**config.mk**
```make
export PLATFORM = sky130hd
export DESIGN_NAME = lp805x_rand_sched
export DESIGN_NICKNAME = d
export VERILOG_FILES = /design/src/rtl/lp805x_rand_sched.sv
export SDC_FILE = /design/constraint.sdc
export NUM_CORES = 1
export LEC_CHECK = 0
export CAP_MARGIN = 10
export CORE_ASPECT_RATIO = 1.1
export CORE_UTILIZATION = 37
export CTS_CLUSTER_SIZE = 40
export DETAILED_ROUTE_END_ITERATION = 10
export HOLD_SLACK_MARGIN = 0.08
export PLACE_DENSITY = 0.76
export SKIP_LAST_GASP = 1
export SLEW_MARGIN = 20
export SYNTH_ARGS = -nofsm -noshare
export SYNTH_HDL_FRONTEND = slang
export SYNTH_SLANG_ARGS = --single-unit
```
**constraint.sdc**
```tcl
create_clock -name clk -period 2.1 [get_ports clk]
set_input_delay 0.315 -clock clk [delete_from_list [all_inputs] [get_ports clk]]
set_output_delay 0.315 -clock clk [all_outputs]
set_load 0.03 [all_outputs]
```
**src/rtl/lp805x_rand_sched.sv**
```systemverilog
// lp805x_rand_sched
// Round-robin front-end that shares one 32-bit pseudo-random core among NREQ
// requesters. Each draw follows the same sequence: grant, run the core for
// RUN_CYC clocks, sample the word, then hold it until the winner acks.
// Reseed requests take priority over data requests, but are only serviced
// between draws.
// Optional ack timeout: define LP805X_RAND_SCHED_TMO_EN.
module lp805x_rand_sched #(
    parameter int NREQ    = 4,
    parameter int RUN_CYC = 4,
    parameter int TMO_CYC = 64
) (
    input  logic            clk,
    input  logic            rst,
    input  logic [NREQ-1:0] req,
    input  logic [NREQ-1:0] ack,
    output logic [NREQ-1:0] gnt,
    output logic [NREQ-1:0] rvalid,
    output logic [31:0]     rdata,
    input  logic            seed_req,
    input  logic [31:0]     seed_data,
    output logic            seed_done,
    output logic            rng_loadseed,
    output logic [31:0]     rng_seed,
    output logic            rng_run,
    input  logic [31:0]     rng_number,
    output logic            busy,
    output logic            tmo_err
);

    localparam int IW = $clog2(NREQ);

    // Stop elaboration on a configuration outside the supported ranges.
    if (NREQ < 2 || NREQ > 8 || RUN_CYC < 1 || RUN_CYC > 15 ||
        TMO_CYC < 1 || TMO_CYC > 255) begin : g_bad_cfg
        $error("lp805x_rand_sched: parameter out of range");
    end

    typedef enum logic [2:0] {
        IDLE   = 3'd0,
        SEED   = 3'd1,
        RUN    = 3'd2,
        SAMPLE = 3'd3,
        HOLD   = 3'd4
    } state_t;

    state_t          state_reg, state_next;
    logic [IW-1:0]   ptr_reg, ptr_next;
    logic [IW-1:0]   win_reg, win_next;
    logic [NREQ-1:0] gnt_reg, gnt_next;
    logic [31:0]     rdata_reg, rdata_next;
    logic [31:0]     seed_reg, seed_next;
    logic [3:0]      run_cnt_reg, run_cnt_next;
    logic            seed_done_reg, seed_done_next;

    // Arbitration signals
    logic [2*NREQ-1:0] req_dbl;
    logic [NREQ-1:0]   req_rot;
    logic [NREQ-1:0]   arb_onehot;
    logic [IW-1:0]     arb_win;
    int                arb_off;
    int                arb_sum;

    logic [IW-1:0]     win_inc;
    logic              ack_win;
    logic              seed_pend;

    // Doubling the request vector lets a plain right shift rotate it so
    // that bit 0 corresponds to the current round-robin pointer.
    assign req_dbl = {req, req};
    assign req_rot = NREQ'(req_dbl >> ptr_reg);

    // Lowest set bit of the rotated vector is the winner's offset from ptr.
    always_comb begin
        arb_off = 0;
        for (int k = NREQ - 1; k >= 0; k--) begin
            if (req_rot[k]) begin
                arb_off = k;
            end
        end
        arb_sum = int'(ptr_reg) + arb_off;
        if (arb_sum >= NREQ) begin
            arb_sum = arb_sum - NREQ;
        end
        arb_win = IW'(arb_sum);
    end

    // One-hot grant for the arbitration winner, and rvalid qualified by HOLD.
    for (genvar gi = 0; gi < NREQ; gi++) begin : g_lane
        assign arb_onehot[gi] = (arb_win == IW'(gi));
        assign rvalid[gi]     = (state_reg == HOLD) && gnt_reg[gi];
    end

    // Only the granted requester's ack bit counts; gnt_reg is one-hot.
    assign ack_win = |(ack & gnt_reg);

    // Pointer moves one past the requester that just finished.
    assign win_inc = (win_reg == IW'(NREQ - 1)) ? '0 : win_reg + IW'(1);

    // A requester keeps seed_req high until it sees seed_done, so the request
    // is masked in the cycle seed_done is shown to avoid a second reseed.
    assign seed_pend = seed_req && !seed_done_reg;

`ifdef LP805X_RAND_SCHED_TMO_EN
    logic [7:0] tmo_cnt_reg, tmo_cnt_next;
    logic       tmo_fire;

    // Timeout fires on the last allowed HOLD cycle if the winner stays silent.
    assign tmo_fire = (state_reg == HOLD) && !ack_win &&
                      (tmo_cnt_reg == 8'(TMO_CYC - 1));
    assign tmo_err  = tmo_fire;
`else
    assign tmo_err  = 1'b0;
`endif

    // Next-state and datapath update for the draw sequencer.
    always_comb begin
        state_next     = state_reg;
        ptr_next       = ptr_reg;
        win_next       = win_reg;
        gnt_next       = gnt_reg;
        rdata_next     = rdata_reg;
        seed_next      = seed_reg;
        run_cnt_next   = run_cnt_reg;
        seed_done_next = 1'b0;
`ifdef LP805X_RAND_SCHED_TMO_EN
        tmo_cnt_next   = tmo_cnt_reg;
`endif
        case (state_reg)
            IDLE: begin
                if (seed_pend) begin
                    seed_next  = seed_data;
                    state_next = SEED;
                end else if (|req) begin
                    win_next     = arb_win;
                    gnt_next     = arb_onehot;
                    run_cnt_next = 4'(RUN_CYC - 1);
                    state_next   = RUN;
                end
            end
            SEED: begin
                seed_done_next = 1'b1;
                state_next     = IDLE;
            end
            RUN: begin
                if (run_cnt_reg == 4'd0) begin
                    state_next = SAMPLE;
                end else begin
                    run_cnt_next = run_cnt_reg - 4'd1;
                end
            end
            SAMPLE: begin
                rdata_next = rng_number;
                state_next = HOLD;
`ifdef LP805X_RAND_SCHED_TMO_EN
                tmo_cnt_next = 8'd0;
`endif
            end
            HOLD: begin
                if (ack_win) begin
                    gnt_next   = '0;
                    ptr_next   = win_inc;
                    state_next = IDLE;
                end
`ifdef LP805X_RAND_SCHED_TMO_EN
                else if (tmo_fire) begin
                    gnt_next   = '0;
                    ptr_next   = win_inc;
                    state_next = IDLE;
                end else begin
                    tmo_cnt_next = tmo_cnt_reg + 8'd1;
                end
`endif
            end
            default: begin
                gnt_next   = '0;
                state_next = IDLE;
            end
        endcase
    end

    // State and datapath registers with synchronous active-low reset.
    always_ff @(posedge clk) begin
        if (!rst) begin
            state_reg     <= IDLE;
            ptr_reg       <= '0;
            win_reg       <= '0;
            gnt_reg       <= '0;
            rdata_reg     <= '0;
            seed_reg      <= '0;
            run_cnt_reg   <= '0;
            seed_done_reg <= 1'b0;
`ifdef LP805X_RAND_SCHED_TMO_EN
            tmo_cnt_reg   <= '0;
`endif
        end else begin
            state_reg     <= state_next;
            ptr_reg       <= ptr_next;
            win_reg       <= win_next;
            gnt_reg       <= gnt_next;
            rdata_reg     <= rdata_next;
            seed_reg      <= seed_next;
            run_cnt_reg   <= run_cnt_next;
            seed_done_reg <= seed_done_next;
`ifdef LP805X_RAND_SCHED_TMO_EN
            tmo_cnt_reg   <= tmo_cnt_next;
`endif
        end
    end

    assign gnt          = gnt_reg;
    assign rdata        = rdata_reg;
    assign seed_done    = seed_done_reg;
    assign rng_loadseed = (state_reg == SEED);
    assign rng_seed     = seed_reg;
    assign rng_run      = (state_reg == RUN);
    assign busy         = (state_reg != IDLE);

endmodule

```
==> metrics.md <==
| Metric | Value |
|---|---|
| Placed cells | between 600 and 700 |
| Layout area overhead | 57.4% |
| Non-filler cells, final | 670 |
| Post-Synth XOR/XNOR Area | 1.05% |
| Synth warnings | 0 |
| Clock slew at reported path FFs | 0.08 ns |
| Synth area leaders | dfxtp_1 (48%), nand2_1 (15%), a21oi_1 (9.8%), buf_6 (2.7%), nor2_1 (2.3%) |
| Rows | 35 |
| Switch share | 30.0% |
| Top cell type's share of synthesized area | about half |
| Clock tree from TritonCTS | built |
| Share of layout cells above drive strength 1 | about a tenth |
| Post-Synth Adder-Cell Area | around 1.5% |
| IO Pins | 152 |
| Compound-Gate Fraction of Synth Area | 16.1% |
| Number of antenna diodes | 0 |
| Yosys reg bits | 80 |
| Cell count after synthesis | 403 |
| CP Capture Type | flop |
| Clock sink total | 80 |
| Starting DRT DRC Count | 97 |
| Fin crit share | 96.8% |
| Worst-Skew Late Latency | about 0.34 ns |
| Reg2Reg Depth | 9 |
| PortBufs | 150 |
| Fmax | 0.492 GHz |
| Post-synth ARST share | 0% |
| Worst EP arrival | 2.26 ns |
| Antenna viol nets, final | 0 |
| Pwr Total | 0.00427 W |
| Initial antenna violation count | 0 |
| Largest family of logic cells by synthesized area | simple AND/OR/NAND/NOR gates |
| Crit Reg-Reg Startpoint | ptr_reg[0] |
| Total CTS buffers | 9 |
| Clk_skew | 0.0161 ns |
| Max-slew violation count | 0 |
| DRT Pass-1 Iters | 4 |
| WHS Path Cells | 2 |
| Grt ovf | 0 |
| Worst setup path class | flop to flop |
| Clock power share | 31.2% |
| Die area | 9400 sq um |
| Starting density of the core | 39.1% |
| Largest net degree at the start of global routing | between 40 and 50 |
| Root buf cell | clkbuf_8 |
| Run status | finished clean |
| WL final | 8690 microns |
| Global-route wire length before repair | 13600 microns |
| Count leader, synth | nand2_1 |
| Simple-gate share of the synthesized area | approximately a quarter |
| Post-Syn Area | 3340 sq um |
| Hold path startpoint | rdata[28] |
| Mux share of post-synthesis cell area | 2.10% |
| Seq pwr share | around two fifths |
| Synth area leader | dfxtp_1 |
| Synth Area per Inst | 8.28 sq um |
| Final setup violation count | 0 |
| Die height | 102 microns |
| Core area | 8540 sq um |
| Final #Nets | 634 |
| Vias per inst | 4.87 |
| Cell Pwr Density | 814 nW/um^2 |
| CP Launch Type | flop |
| Number of synthesized flops with an enable pin | 0 |
| Reg2Reg Setup Slack | around 0.066 ns |
| Die Width | around 93 microns |
| CP startpoint | ptr_reg[0] |
| P_sw | 0.00128 W |
| Final min period | 2.03 ns |
| Max-cap viol count | 0 |
| Power Internal | 0.00299 W |
| Final hold vios | 0 |
| Leak | 2.02 nW |
| Hold Path Class | flop to flop |
| Final GP Congestion | 0.786 |
| Setup ws final | 0.0662 ns |
| Routed vias | 3261 |
| Top cells by count, synth | nand2_1 (135), dfxtp_1 (80), a21oi_1 (65) |
| Vias in the first global route | 3093 |
| Critical path fanouts, max | 8 |
| CP required | about 2.3 ns |
| Comb power frac | 28.3% |
| Seq/Total Area, Yosys | between 40% and 50% |
| Main synth FF type | dfxtp_1 |
| Synth unique cells | 50 |
| Pre-CTS WS | -0.468 ns |
| WL per Instance | 13.0 microns |
| Htree depth | 3 |
| DR DRC count | 0 |
| Worst IR Drop VDD | 0.000466 V |
| WHS | 0.454 ns |
| Syn Nets | 482 |
| Total GRT Usage | 17.9% |
| DP HPWL | 6260 microns |
| Clock tree buffer depth | 2 |
-- area by class of cell --
cell class | instances | area [sq um]
Clock buffer | 10 | 128
Clock inverter | 5 | 104
Fill cell | 767 | 3290
Inverter | 5 | 18.8
Multi-Input combinational cell | 288 | 1550
Sequential cell | 80 | 1610
Tap cell | 111 | 139
Timing Repair Buffer | 171 | 1700
-- final timing paths --
path,endpoint
setup reg to reg,gnt[0]
hold reg to reg,rdata[28]
setup / recovery,gnt[0]
hold / removal,rdata[28]
-- stage by stage --
stage               setup TNS (ns)  instance area [sq um]  utilization [%]
floorplan                        0                   3340                -
global placement             -1.57                   4920             57.6
detailed placement           -2.25                   4920             57.6
CTS                        -0.0172                   5150             60.3
global route               -0.0178                   5250             61.5
finish                           0                   5250             61.5
-- worst max-delay path, cell delays in order (launching register included) --
cell      delay, ns
dfxtp_4        0.37
buf_6          0.14
o311a_1        0.35
o211ai_1       0.19
ha_2           0.25
xnor2_4        0.14
nor2_2         0.07
and3b_1        0.19
mux2i_1        0.15
o21ai_1        0.08
-- per-layer routing --
layer,track usage (%),vias to the layer above,routed length (microns)
met5,0,-,0
met4,7.57,0,214
met3,3.45,16,435
met2,34.5,96,4470
met1,18.8,1515,3570
li1,-,1634,-
-- cells in the final DEF, fill, tap and decap left out, drive strengths merged, types with 4 or more instances in the layout --
master	synthesis	final
a21oi	65	65
and3	5	5
buf	17	21
clkbuf	12	10
clkdlybuf4s50	0	139
dfxtp	80	80
dlygate4sd2	0	5
dlymetal6s2s	0	6
ha	4	4
inv	4	6
mux2i	7	7
nand2	135	135
nor2	20	20
nor3	4	4
o21ai	7	7
-- cells by family after synthesis --
| logic type | after synthesis |
|---|---|
| AO/OA/AOI/OAI | 87 |
| XOR/XNOR | 4 |
| adder cells (fa/ha/maj) | 4 |
| buffers and inverters | 35 |
| flip-flops | 80 |
| multiplexers | 7 |
| other | 1 |
| AND/OR/NAND/NOR | 185 |
-- timing repair --
action                                  in CTS  in global routing
cloned                                       0                  0
hold buffers                                 0                  0
gates resized for setup                      6                 15
buffers inserted                             0                  5
endpoints found under the setup margin       9                  7
pin swaps                                    1                  4
-- power groups by stage --
stage	registers (W)	logic [W]	clock network, W
after global placement	0.00176	0.00115	0
after CTS	0.00173	0.00117	0.00136
after detailed placement	0.00177	0.00117	0
final	0.00173	0.00121	0.00133
after floorplan	0.00195	0.000528	0
after global routing	0.00175	0.00131	0.00143
Power figures use the tool's default switching activity.
==> edit 1: new RTL, config.mk and constraints unchanged <==
Encoding of `state_t`: now one-hot (5 bits for 5 states).
--- a/src/rtl/lp805x_rand_sched.sv
+++ b/src/rtl/lp805x_rand_sched.sv
@@ -36,12 +36,12 @@
         $error("lp805x_rand_sched: parameter out of range");
     end
 
-    typedef enum logic [2:0] {
-        IDLE   = 3'd0,
-        SEED   = 3'd1,
-        RUN    = 3'd2,
-        SAMPLE = 3'd3,
-        HOLD   = 3'd4
+    typedef enum logic [4:0] {
+        IDLE   = 5'b00001,
+        SEED   = 5'b00010,
+        RUN    = 5'b00100,
+        SAMPLE = 5'b01000,
+        HOLD   = 5'b10000
     } state_t;
 
     state_t          state_reg, state_next;
Check against the original RTL: no difference found for any inputs over 10 cycles, from zero or initial values and one cycle with rst low; not proved beyond that.
==> edit 1 against the unedited design <==
- first-iteration DRC count fell by 39%
- total power fell by 14%
- wire length rose by 5.1%
- sequential cell count rose by 2
- register-to-register slack improved by 100 ps
- setup slack improved by 48 ps
- synthesized area rose by 5.1%
- critical endpoint is now rvalid[1]
- design area rose by 3.3%
==> edit 1: results (changes against the unedited design) <==
INFO  metric routed-wl-met3 = 696 um (+60%)
INFO  metric fraction_of_standard_cell_area_in_multi_input_logic = 32.2% (+2.6 points)
INFO  metric grt.met1_usage = 20.1% (+1.3 points)
INFO  metric dp_slack = -405 ps (+63.2 ps)
INFO  metric hold_path_startpoint = rng_seed[19]$_SDFFE_PN0N_
INFO  metric synth-compound-area-share = 19.0% (+2.9 points)
INFO  metric hpwlAfterDp = 6.75 mm (+7.8%)
INFO  metric crit_path_top_delay_cell = dlygate4sd2_1
INFO  metric place_area = 5170 um^2 (+5.2%)
INFO  metric nets = 646 (+1.9%)
INFO  metric holdPathEnd = rng_seed[19]$_SDFFE_PN0N_
INFO  metric nFillCells = 818 (+6.6%)
INFO  metric grt_start_max_net_pins = 33 (-30%)
INFO  metric finalWeightedCongestion = 0.788 (+0.25%)
INFO  metric status = completed
INFO  metric synthTopCellsByArea = dfxtp_1, nand2_1, a21boi_0
INFO  metric met3_usage = 5.63% (+2.2 points)
INFO  metric grt.met2_usage = 33.4% (-1.1 points)
INFO  metric final-clk-cell-share = 3.81% (-0.60 points)
INFO  metric muxShareOfSynthArea = 1.71% (-0.39 points)
INFO  metric final-nonclk-buf-share = 30.7% (-1.7 points)
INFO  metric power_per_cell_area = 680 nW/um^2 (-17%)
INFO  metric detailed_routed_wire_length_on_met2 = 4.49 mm (+0.45%)
INFO  metric critical_path_arrival = 1670 ps (-590 ps)
INFO  metric area_enclosed_by_the_die_boundary = 9870 um^2 (+5.0%)
INFO  metric finalWirelength = 9.13 mm (+5.1%)
INFO  metric cts_resized = 11 (+5)
INFO  metric globalRouteTotalUtil = 18.9% (+1.0 points)
INFO  metric switchingPower = 1.00 mW (-22%)
INFO  metric stdcell_count = 685 (+2.2%)
INFO  metric yosys.cell_types.count = 47 (-6.0%)
INFO  metric critPathMaxStageDelay = 420 ps (+50 ps)
INFO  metric signal_buffers = 169 (-1.2%)
INFO  metric cp_top_family = simple AND/OR/NAND/NOR gates
INFO  metric post_synth.cell_area_avg = 8.44 um^2 (+2.0%)
INFO  metric ir_worst_vdd = 0.000346 V (-26%)
INFO  metric wirelength_met1 = 3.67 mm (+2.7%)
INFO  metric skew = 12.8 ps (-3.29 ps)
INFO  metric synth.ff_latch_count = 82 (+2.5%)
INFO  metric via_count_of_the_routed_design = 3354 (+2.9%)
INFO  metric power.static_leakage = 2.08 nW (+2.8%)
edit 1: changes by cell type in the layout (fill, tap and decap cells not counted), sizes merged, moves of 4 or more:
cell    change
a21boi     +63
a21oi      -60
and3        +5
nand2       +6
nor2       -10
o21ai       -4
edit 1: worst max path at each step:
stage,end,startpoint,cells after the start,slack (ps)
floorplan,gnt[3]$_SDFFE_PN0P_,ptr_reg[0]$_SDFFE_PN0P_,9,200
global placement,gnt[3]$_SDFFE_PN0P_,req[2],10,-280
detailed placement,gnt[0]$_SDFFE_PN0P_,req[2],11,-400
CTS,gnt[3]$_SDFFE_PN0P_,req[2],10,20
global route,rng_run,state_reg[0]$_SDFFE_PN1P_,3,10
finish,rvalid[1],state_reg[3]$_SDFFE_PN0P_,3,110
edit 1: tightest hold or removal path: cells and delay by family (launching register included):
kind / cells / cell delay, ps
AND/OR/NAND/NOR: 1 / 50
AO/OA/AOI/OAI: 1 / 50
flip-flops: 1 / 320
==> edit 2: new RTL, same settings <==
Without the edit above. The option `LP805X_RAND_SCHED_TMO_EN` is turned on by a define.
--- a/src/rtl/lp805x_rand_sched.sv
+++ b/src/rtl/lp805x_rand_sched.sv
@@ -5,6 +5,8 @@
 // Reseed requests take priority over data requests, but are only serviced
 // between draws.
 // Optional ack timeout: define LP805X_RAND_SCHED_TMO_EN.
+`define LP805X_RAND_SCHED_TMO_EN
+
 module lp805x_rand_sched #(
     parameter int NREQ    = 4,
     parameter int RUN_CYC = 4,
Formal check against the unedited RTL: no difference found for any inputs over 10 cycles, from zero or initial values and one cycle with rst low; that may be too few to reach the edited logic, so the function may still have changed.
==> edit 2 against the unedited design <==
- sequential cell count up 8
- cell count up 7.6%
- design area up 3.5%
- worst hold slack better by 0.52 ps
- critical path depth down 5
- die area up 5.8%
- wire length up 8.5%
- first-iteration DRC count up 140%
- synthesized cell count up 10%
- synthesized area up 5.9%
- total power up 23%
- via count up 10%
- setup slack worse by 14 ps
- critical endpoint is now tmo_err
- largest cell class is now sequential cells
==> edit 2: results (changes against the unedited design) <==
INFO  metric grt.met1_usage = 21.8% (+2.9 points)
INFO  metric final-seq-area = 1770 um^2 (+10%)
INFO  metric dp_slack = -251 ps (+216 ps)
INFO  metric multi_input_comb_cells = 319 (+11%)
INFO  metric grt_start_max_net_pins = 63 (+34%)
INFO  metric signal_buffers = 174 (+1.8%)
INFO  metric critical_path_arrival = 1730 ps (-530 ps)
INFO  metric netlist_top_cells_count = nand2_1, dfxtp_1, a21oi_1, clkbuf_1, nor2_1
INFO  metric share_of_cells_above_drive_strength_1 = 8.94% (-0.72 points)
INFO  metric synthTopCellsByArea = dfxtp_1, nand2_1, a21oi_1
INFO  metric met3_usage = 4.53% (+1.1 points)
INFO  metric cp_top_family = simple AND/OR/NAND/NOR gates
INFO  metric global_route_wire_length_before_repair = 15.4 mm (+13%)
INFO  metric ir_worst_vdd = 0.000470 V (+0.77%)
INFO  metric synth_fa_ha_area_share = 1.77% (+0.27 points)
INFO  metric hold_path_startpoint = rdata[29]$_SDFFE_PN0P_
INFO  metric worst_flop_to_flop_path_endpoint = gnt[2]$_SDFFE_PN0P_
INFO  metric finalWeightedCongestion = 0.755 (-3.9%)
INFO  metric synth-compound-area-share = 15.5% (-0.61 points)
INFO  metric skew = 10.0 ps (-6.08 ps)
INFO  metric fp-row-count = 37 (+5.7%)
INFO  metric power.static_leakage = 1.99 nW (-1.8%)
INFO  metric io_buffers = 151 (+0.67%)
INFO  metric multi_input_area = 1640 um^2 (+5.8%)
INFO  metric wirelength_met1 = 3.89 mm (+9.0%)
INFO  metric final-clk-cell-share = 3.06% (-1.3 points)
INFO  metric clock_buffer_count = 13 (+3)
INFO  metric clock_latency = 360 ps (+20 ps)
INFO  metric nFillCells = 836 (+9.0%)
INFO  metric muxShareOfSynthArea = 0.283% (-1.8 points)
INFO  metric place_area = 5240 um^2 (+6.5%)
INFO  metric holdPathEnd = rdata[29]$_SDFFE_PN0P_
INFO  metric hold-worst-slack = 454 ps (+0.524 ps)
INFO  metric final-nonclk-buf-share = 31.0% (-1.4 points)
INFO  metric critPathMaxStageDelay = 570 ps (+200 ps)
INFO  metric status = completed
INFO  metric critical_path_destination = tmo_err
INFO  metric synthesis.nets = 524 (+8.7%)
INFO  metric inverters_excl_clock = 7 (+2)
## edit 2: cell types whose count changed after synthesis, sizes merged, moves of 4 or more
cell,change
a21oi,+9
clkbuf,+9
and3,-4
nand3,+6
dfxtp,+8
nor3,+6
mux2i,-6
buf,-8
## edit 2: through the flow
step | total power, mW | utilization [%] | TNS (ps)
floorplan | 3.38 | - | 0
global placement | 4.21 | 56.3 | -803
detailed placement | 4.26 | 56.3 | -1170
CTS | 5.29 | 58.1 | 0
global route | 5.54 | 58.4 | -42.6
finish | 5.24 | 58.4 | 0
## edit 2: report_power, final
| part | internal, mW | switching, mW | total, mW | leakage, nW |
|---|---|---|---|---|
| sequential | 1.93 | 0.162 | 2.09 | 0.718 |
| combinational | 0.860 | 1.25 | 2.11 | 1.19 |
| clock | 0.460 | 0.583 | 1.04 | 0.0834 |
## edit 2: timing repair
| action | CTS | global route |
|---|---|---|
| pin swaps | 1 | 2 |
| endpoints found under the setup margin | 8 | 7 |
| gates resized for setup | 13 | 5 |
| buffers inserted | 0 | 2 |
